**src/rtl/mc_ctrl_unit_p.sv**
```systemverilog
// Multi-cycle controller for the ARM-subset datapath: condition evaluation over a
// registered NZCV, opcode decode with ALU-op mapping, illegal-op trap, memory handshake.
module mc_ctrl_unit_p #(
  parameter int MEM_WAIT  = 1,
  parameter int TIMEOUT   = 0,
  parameter int TIMEOUT_W = 8
) (
  input  logic       clk,
  input  logic       rst,
  input  logic [2:0] tbt,
  input  logic [3:0] opc,
  input  logic [3:0] cnd,
  input  logic       i,
  input  logic       ld,
  input  logic       lb,
  input  logic       s,
  input  logic       alu_n,
  input  logic       alu_z,
  input  logic       alu_c,
  input  logic       alu_v,
  input  logic       mem_ready,
  output logic       pcsrc,
  output logic       pcwrite,
  output logic       mems,
  output logic       memwrite,
  output logic       memread,
  output logic       loadir,
  output logic       reg2,
  output logic       wreg,
  output logic       regwrite,
  output logic       srca,
  output logic [1:0] srcb,
  output logic [1:0] dreg,
  output logic [2:0] aluoperation,
  output logic [3:0] flags,
  output logic       undef,
  output logic       mem_err
);

  typedef enum logic [3:0] {
    S_IF, S_ID, S_B0, S_B1, S_DT, S_LDM, S_LWB, S_STM,
    S_DPI, S_DPR, S_DPX, S_DWB, S_UND
  } state_t;

  typedef enum logic [2:0] {
    OP_ADD = 3'b000,
    OP_SUB = 3'b001,
    OP_AND = 3'b010,
    OP_ORR = 3'b011,
    OP_EOR = 3'b100,
    OP_MVN = 3'b101,
    OP_MOV = 3'b110
  } aluop_t;

  localparam logic [TIMEOUT_W-1:0] TMO_LAST =
    (TIMEOUT > 0) ? TIMEOUT_W'(TIMEOUT - 1) : '0;

  state_t               state, state_n;
  logic [3:0]           flg;
  logic [TIMEOUT_W-1:0] cnt;
  logic                 rdy, tmo, cond_ok, is_cmp, arith, in_mem;
  aluop_t               dp_op;

  assign flags  = flg;
  assign rdy    = (MEM_WAIT != 0) ? mem_ready : 1'b1;
  assign in_mem = (state == S_LDM) || (state == S_STM);
  assign is_cmp = (opc == 4'b0111);
  assign arith  = (opc == 4'b0000) || (opc == 4'b0001) || is_cmp;
  // A ready in the same cycle as the last allowed wait beats the timeout.
  assign tmo    = (MEM_WAIT != 0) && (TIMEOUT > 0) && in_mem && !rdy && (cnt == TMO_LAST);

  always_comb begin
    dp_op = OP_ADD;
    case (opc)
      4'b0000: dp_op = OP_ADD;
      4'b0001: dp_op = OP_SUB;
      4'b0010: dp_op = OP_AND;
      4'b0011: dp_op = OP_ORR;
      4'b0100: dp_op = OP_EOR;
      4'b0101: dp_op = OP_MVN;
      4'b0110: dp_op = OP_MOV;
      4'b0111: dp_op = OP_SUB;
      default: dp_op = OP_ADD;
    endcase
  end

  always_comb begin
    cond_ok = 1'b0;
    case (cnd)
      4'h0: cond_ok = flg[2];
      4'h1: cond_ok = !flg[2];
      4'h2: cond_ok = flg[1];
      4'h3: cond_ok = !flg[1];
      4'h4: cond_ok = flg[3];
      4'h5: cond_ok = !flg[3];
      4'h6: cond_ok = flg[0];
      4'h7: cond_ok = !flg[0];
      4'h8: cond_ok = flg[1] && !flg[2];
      4'h9: cond_ok = !flg[1] || flg[2];
      4'hA: cond_ok = (flg[3] == flg[0]);
      4'hB: cond_ok = (flg[3] != flg[0]);
      4'hC: cond_ok = !flg[2] && (flg[3] == flg[0]);
      4'hD: cond_ok = flg[2] || (flg[3] != flg[0]);
      4'hE: cond_ok = 1'b1;
      default: cond_ok = 1'b0;
    endcase
  end

  always_comb begin
    state_n = S_IF;
    case (state)
      S_IF:  state_n = rdy ? S_ID : S_IF;
      S_ID: begin
        if (!cond_ok)                       state_n = S_IF;
        else if (tbt == 3'b101)             state_n = lb ? S_B1 : S_B0;
        else if (tbt == 3'b010)             state_n = S_DT;
        else if (tbt == 3'b000 && !opc[3])  state_n = i ? S_DPI : S_DPR;
        else                                state_n = S_UND;
      end
      S_B0:  state_n = S_IF;
      S_B1:  state_n = S_IF;
      S_DT:  state_n = ld ? S_STM : S_LDM;
      S_LDM: state_n = rdy ? S_LWB : (tmo ? S_IF : S_LDM);
      S_LWB: state_n = S_IF;
      S_STM: state_n = (rdy || tmo) ? S_IF : S_STM;
      S_DPI: state_n = S_DWB;
      S_DPR: state_n = S_DPX;
      S_DPX: state_n = S_DWB;
      S_DWB: state_n = S_IF;
      S_UND: state_n = S_IF;
      default: state_n = S_IF;
    endcase
  end

  always_ff @(posedge clk or negedge rst) begin
    if (!rst) begin
      state <= S_IF;
      flg   <= '0;
      cnt   <= '0;
    end else begin
      state <= state_n;
      if (state_n != state)
        cnt <= '0;
      else if (!rdy)
        cnt <= cnt + TIMEOUT_W'(1);
      // N/Z follow every flag-setting op; C/V only for the arithmetic ones.
      if ((state == S_DPI || state == S_DPX) && (s || is_cmp)) begin
        flg[3:2] <= {alu_n, alu_z};
        if (arith)
          flg[1:0] <= {alu_c, alu_v};
      end
    end
  end

  // Async reset forces S_IF at once, so outputs are also gated by rst to read all-zero.
  always_comb begin
    pcsrc        = 1'b0;
    pcwrite      = 1'b0;
    mems         = 1'b0;
    memwrite     = 1'b0;
    memread      = 1'b0;
    loadir       = 1'b0;
    reg2         = 1'b0;
    wreg         = 1'b0;
    regwrite     = 1'b0;
    srca         = 1'b0;
    srcb         = 2'd0;
    dreg         = 2'd0;
    aluoperation = OP_ADD;
    undef        = 1'b0;
    mem_err      = 1'b0;
    if (rst) begin
      mem_err = tmo;
      case (state)
        S_IF: begin
          memread = 1'b1;
          srcb    = 2'd1;
          loadir  = rdy;
          pcwrite = rdy;
        end
        S_ID:  srcb = 2'd2;
        S_B0: begin
          pcsrc   = 1'b1;
          pcwrite = 1'b1;
        end
        S_B1: begin
          pcsrc    = 1'b1;
          pcwrite  = 1'b1;
          regwrite = 1'b1;
          dreg     = 2'd1;
          wreg     = 1'b1;
        end
        S_DT: begin
          srca = 1'b1;
          srcb = 2'd3;
        end
        S_LDM: begin
          mems    = 1'b1;
          memread = 1'b1;
        end
        S_LWB: regwrite = 1'b1;
        S_STM: begin
          mems     = 1'b1;
          memwrite = 1'b1;
        end
        S_DPI: begin
          srca         = 1'b1;
          srcb         = 2'd3;
          aluoperation = dp_op;
        end
        S_DPR: reg2 = 1'b1;
        S_DPX: begin
          srca         = 1'b1;
          aluoperation = dp_op;
        end
        S_DWB: begin
          regwrite = !is_cmp;
          dreg     = 2'd2;
        end
        S_UND: undef = 1'b1;
        default: ;
      endcase
    end
  end

endmodule

```
**config.mk**
```make
export PLATFORM = sky130hd
export DESIGN_NAME = mc_ctrl_unit_p
export DESIGN_NICKNAME = d
export VERILOG_FILES = /design/src/rtl/mc_ctrl_unit_p.sv
export SDC_FILE = /design/constraint.sdc
export NUM_CORES = 1
export LEC_CHECK = 0
export BUFFER_PORTS_ARGS = -buffer_cell sky130_fd_sc_hd__buf_2
export CORE_ASPECT_RATIO = 1.25
export CORE_MARGIN = 4
export CORE_UTILIZATION = 35
export CTS_CLUSTER_SIZE = 24
export DETAILED_ROUTE_END_ITERATION = 12
export PLACE_DENSITY_LB_ADDON = 0.1
export SYNTH_ARGS = -nofsm -noshare
export SYNTH_HDL_FRONTEND = slang
export SYNTH_SLANG_ARGS = --single-unit
```
**constraint.sdc**
```tcl
create_clock -name clk -period 1.9 [get_ports clk]
set_input_delay 0.095 -clock clk [delete_from_list [all_inputs] [get_ports clk]]
set_output_delay 0.095 -clock clk [all_outputs]
set_load 0.02 [all_outputs]
```
==> results of run 1 <==
[worst min path at each step]
| stage | to | slack, ns | cells after the start |
|---|---|---|---|
| 4_1_cts | flags[0] | 0.07 | 2 |
| 6_report | flags[0] | 0.08 | 2 |
| 3_3_place_gp | flags[2] | -0.02 | 1 |
| 3_5_place_dp | flags[3] | -0.02 | 1 |
| 5_1_grt | flags[3] | 0.08 | 2 |
| 2_1_floorplan | flags[0] | -0.20 | 0 |
[layout make-up]
cell class                      count  share of cell area
Timing Repair Buffer               49               0.228
Clock buffer                        3              0.0195
Tap cell                           31              0.0336
Inverter                            4              0.0130
Sequential cell                     8               0.173
Multi-Input combinational cell     96               0.533
[worst max-delay path: stages]
cell,delay [ns]
dlygate4sd3_1,0.54
buf_2,0.23
nand2b_4,0.13
nor2_1,0.05
and3_1,0.18
or2_2,0.26
buf_2,0.16
[sequential cells by signal (all words and copies together), names as in the netlist]
| signal | cells |
|---|---|
| state | 4 |
| flags | 4 |
[power by group through the flow]
stage	registers [mW]	logic (mW)	clock network [mW]
2_1_floorplan	0.372	0.640	0
3_3_place_gp	0.360	0.897	0
3_5_place_dp	0.362	0.917	0
4_1_cts	0.359	0.922	0.128
5_1_grt	0.380	1.05	0.135
6_report	0.366	0.938	0.124
[cells by family (layout without fill, tap and decap cells)]
kind of cell	count (synthesis)	count (layout)	share of synthesized area
buf+inv	13	56	0.0855
simple gates	54	54	0.326
compound gates	30	30	0.225
mux	7	7	0.0870
flops	8	8	0.232
other cells	1	1	0.00434
xor+xnor	4	4	0.0406
[routing by layer]
metal  GRT usage  up-vias
li1            -      509
met1       0.175      447
met2       0.230       34
met3      0.0307        5
met4      0.0639        0
met5           0        -
[repair_timing]
action                     CTS  global route
hold endpoints to repair     8             0
gates resized for setup      0             3
hold buffers                 1             0
buffers inserted             0             0
setup endpoints to repair    0             6
[synthesized netlist by cell type, drive strengths merged (2+ instances only)]
cell    number  area share
a31oi        3       0.022
or3          2       0.014
nor4         2       0.014
buf          5       0.048
nor3         4       0.023
nor3b        2       0.017
nor2        13       0.057
inv          4       0.017
a211oi       2       0.017
xor2         3       0.030
nand3        4       0.023
a21oi        6       0.035
nor4b        2       0.020
mux2i        3       0.035
clkbuf       4       0.020
nand2       10       0.043
mux2         4       0.052
o21ai       12       0.070
dfrtp        8        0.23
nand2b       3       0.022
and3         6       0.043
[per-stage QoR]
step	instances	hold slack (ns)
after CTS	191	0.0721
after detailed placement	187	-0.0184
final	191	0.0790
after global routing	191	0.0839
after floorplan	117	-0.201
after global placement	187	-0.0175
==> impl_metrics.json, run 1 <==
{
  "arrival_ns": 1.64,
  "wl_met1_mm": 1.02,
  "core_area_um2": 2280,
  "die-area_um2": 3330,
  "vias": 995,
  "synth_warnings": 0,
  "path_max_fanout": 14,
  "cts_htree_levels": 1,
  "yosysSeqAreaShare": 0.232,
  "placed_cell_area_um2": 1100,
  "syn_to_final_growth_pct": 33.8,
  "setup.worst_path.start": "rst",
  "root_buffer": "clkbuf_4",
  "cts_tree": "yes",
  "n_antenna_cell": 0,
  "syn_area_um2": 863,
  "final_cell_mix": "buf_2, nor2_1, o21ai_0",
  "clock_path_buffers": 2,
  "synth-seq-cells": 8,
  "drc": 0,
  "max_freq_mhz": 576,
  "leakagePower_nw": 0.590,
  "chipWidth_um": 52.4,
  "fin_crit_ns": 1.74,
  "port_buffers": 43,
  "routed_wl_mm": 2.34,
  "cts_sinks": 8,
  "grt_use_total": 0.142,
  "wire_per_inst_um": 12.2,
  "dp_slack_ns": 0.112,
  "clkSlewWorstSetupHoldPaths_ns": 0.05,
  "hold_class": "in2reg",
  "report.final.slew_viol_count": 0,
  "overflow": 0,
  "critPathKind": "in2out",
  "met2_length_mm": 1.10,
  "top_layer": "met4",
  "insertion_delay_ns": 0.25,
  "initialDrtViolationCount": 22,
  "multi_input_area_um2": 616,
  "n_fill_cell": 243,
  "p_int_uw": 724,
  "postSynthAreaPerCell_um2": 7.38,
  "grt_max_degree": 15,
  "yosysUniqueCellTypes": 38,
  "syn_inst": 117,
  "synthArstFlopShare": 1.00,
  "sw_frac_of_total": 0.493,
  "pin_count": 45,
  "crit_end": "pcwrite",
  "dp_hpwl_mm": 1.84,
  "p_comb_frac": 0.657,
  "place_congestion": 0.856,
  "firstDrtPassIters": 4,
  "net-switching-power_uw": 705,
  "setup_violations": 0,
  "fin_util": 0.506,
  "rows": 19,
  "design_area_um2": 1150,
  "layout_commonest_cell": "buf_2",
  "vias_per_cell": 5.21,
  "drive_above_1_share": 0.375,
  "r2r-end": "state[1]",
  "worstHoldStart": "alu_v",
  "ant_nets": 0,
  "startpoint_type": "input port",
  "first_global_vias": 871,
  "worstPathRequired_ns": 1.80,
  "p_per_area_nw_per_um2": 1240,
  "die_h_um": 63.5,
  "wl_met3_um": 174,
  "end_kind": "output port",
  "rsz0062_at_grt": "no",
  "initial_core_util": 0.378,
  "cts_made_buffers": 3,
  "rr_startpoint": "flags[3]",
  "outcome": "finished, final reports clean",
  "setup_ws_ns": 0.163,
  "worstRegToRegCells": 5,
  "seq_area_um2": 200,
  "synth-edff-count": 0,
  "hold_violations": 0,
  "fin_crit_sh": 0.914,
  "grt_pass1_wl_mm": 3.70,
  "clock_skew_ns": 0.0000515,
  "peakVddDrop_mv": 0.583,
  "fin_setup_tns_ns": 0,
  "layout.nets": 184,
  "synth_nets": 139,
  "seqPwrFrac": 0.256,
  "antenna_found_initial": 0,
  "synth_ff_type": "dfrtp_1",
  "clkPwrFrac": 0.087,
  "r2r_slack_ns": 0.18,
  "cap_violations": 0,
  "total_power_mw": 1.43
}
Note: power is estimated with default switching activity, not from simulation.
==> run 2: changes to the inputs <==
--- a/config.mk
+++ b/config.mk
@@ -8,7 +8,7 @@
 export BUFFER_PORTS_ARGS = -buffer_cell sky130_fd_sc_hd__buf_2
 export CORE_ASPECT_RATIO = 1.25
 export CORE_MARGIN = 4
-export CORE_UTILIZATION = 35
+export CORE_UTILIZATION = 28
 export CTS_CLUSTER_SIZE = 24
 export DETAILED_ROUTE_END_ITERATION = 12
 export PLACE_DENSITY_LB_ADDON = 0.1
==> constraint.sdc (replaced) <==
create_clock -name clk -period 1.6 [get_ports clk]
set_input_delay 0.08 -clock clk [delete_from_list [all_inputs] [get_ports clk]]
set_output_delay 0.08 -clock clk [all_outputs]
set_load 0.02 [all_outputs]
==> impl_metrics.json, run 2 (synthesis gave the netlist of run 1 again) <==
{
  "outcome": "finished, violations left",
  "violations": "setup timing",
  "clkSlewWorstSetupHoldPaths_ns": 0.06,
  "overflow": 0,
  "setup_violations": 5,
  "n_fill_cell": 316,
  "wire_per_inst_um": 12.1,
  "root_buffer": "clkbuf_4",
  "busiest_layer": "met2",
  "path_cells": "xnor2_2 -> mux2i_1 -> o211ai_1 -> a2111oi_2 -> buf_4 -> o221ai_2",
  "placed_cell_area_um2": 1180,
  "initial_core_util": 0.293,
  "drc": 0,
  "cts_htree_levels": 1,
  "fin_crit_sh": 1.07,
  "cts_tree": "yes",
  "met1_usage": 0.167,
  "cts_sinks": 8,
  "cts_made_buffers": 3,
  "arrival_ns": 1.83,
  "critPathKind": "reg2reg",
  "dp_hpwl_mm": 2.05,
  "worstHoldStart": "alu_z",
  "report.final.slew_viol_count": 0,
  "rows": 22,
  "insertion_delay_ns": 0.25,
  "pin_count": 45,
  "layout_commonest_cell": "buf_2",
  "fin_setup_tns_ns": -0.384,
  "multi_input_area_um2": 634,
  "layout.nets": 192,
  "final_cell_mix": "buf_2, buf_4, nor2_1",
  "grt_max_degree": 12,
  "firstDrtPassIters": 4,
  "crit_family": "compound AO/OA/AOI/OAI gates",
  "clock_path_buffers": 2,
  "vias": 1011,
  "max_freq_mhz": 585,
  "r2r-end": "state[1]",
  "dp_cells": 200,
  "cap_violations": 0,
  "initialDrtViolationCount": 33,
  "final_cells": 205,
  "whs_path_depth": 2,
  "cpPeakStageDelay_ns": 0.43,
  "rr_startpoint": "flags[0]",
  "p_per_area_nw_per_um2": 1520,
  "whs_ns": 0.0565,
  "worstPathRequired_ns": 1.72,
  "hold_violations": 0,
  "rsz0062_at_grt": "yes",
  "grt_util_met2": 0.196,
  "fin_util": 0.424,
  "syn_to_final_growth_pct": 44.6,
  "clock_skew_ns": 0.0107,
  "critPathSlowestCell": "dfrtp_2",
  "die-area_um2": 4040,
  "chipWidth_um": 57.7,
  "end_kind": "flop",
  "peakVddDrop_mv": 0.616,
  "grt_pass1_wl_mm": 4.09,
  "startpoint_type": "flop",
  "total_power_mw": 1.90,
  "antenna_found_initial": 0,
  "design_area_um2": 1250,
  "min_to": "flags[2]",
  "drive_above_1_share": 0.438,
  "dp_slack_ns": -0.117,
  "place_congestion": 0.785,
  "n_antenna_cell": 0,
  "hold_class": "in2reg",
  "vias_per_cell": 4.93,
  "core_area_um2": 2950,
  "path_buf_inv": 1,
  "worstRegToRegCells": 6,
  "routed_wl_mm": 2.48,
  "r2r_slack_ns": -0.11,
  "first_global_vias": 934,
  "grt.met3_usage": 0.0185,
  "leakagePower_nw": 0.638,
  "seq_area_um2": 203,
  "die_h_um": 70.1,
  "cts_setup_buffers": 0,
  "setup_ws_ns": -0.110,
  "fin_crit_ns": 1.71,
  "ant_nets": 0,
  "port_buffers": 43,
  "path_max_fanout": 4,
  "grt_use_total": 0.126
}
==> run 2: cell types whose count changed in the layout (fill, tap and decap cells not counted), moves of 2 or more <==
| cell | delta |
|---|---|
| buf_4 | +9 |
| dfrtp_1 | -2 |
| dfrtp_2 | +2 |
| o21ai_0 | -3 |
| o21ai_1 | +3 |
==> run 2: worst reg2reg max path, stage by stage (launching register included) <==
cell       delay, ns
dfrtp_2         0.43
xnor2_2         0.17
mux2i_1         0.21
o211ai_1        0.11
a2111oi_2       0.37
buf_4           0.20
o221ai_2        0.09
==> run 2: metal layers <==
metal,up-vias,part of all wire
met5,-,0
met4,0,0.0093
met3,2,0.061
met2,30,0.47
met1,452,0.46
li1,527,-
==> run 2: timing repair <==
item | CTS | global route
hold buffers | 1 | 0
pin swaps | 3 | 4
endpoints found under the hold margin | 8 | 0
endpoints found under the setup margin | 7 | 13
resized for setup | 2 | 8
==> run 2: worst max path at each step <==
stage,slack (ns),endpoint,from,cells past startpoint
floorplan,-0.05,state[1],flags[0],5
global placement,-0.08,state[1],flags[0],6
detailed placement,-0.12,state[1],flags[0],6
CTS,-0.08,state[1],flags[3],6
global route,-0.20,state[1],flags[0],6
finish,-0.11,state[1],flags[0],6
==> run 2: where the power goes <==
group	switching (mW)	total [mW]	internal, mW
clock	0.0654	0.161	0.0952
combinational	0.728	1.33	0.605
sequential	0.110	0.410	0.300
==> run 2: area by class of cell <==
class | count | area share
Inverter | 4 | 0.0120
Tap cell | 36 | 0.0361
Timing Repair Buffer | 57 | 0.261
Multi-Input combinational cell | 96 | 0.508
Clock buffer | 4 | 0.0210
Sequential cell | 8 | 0.162
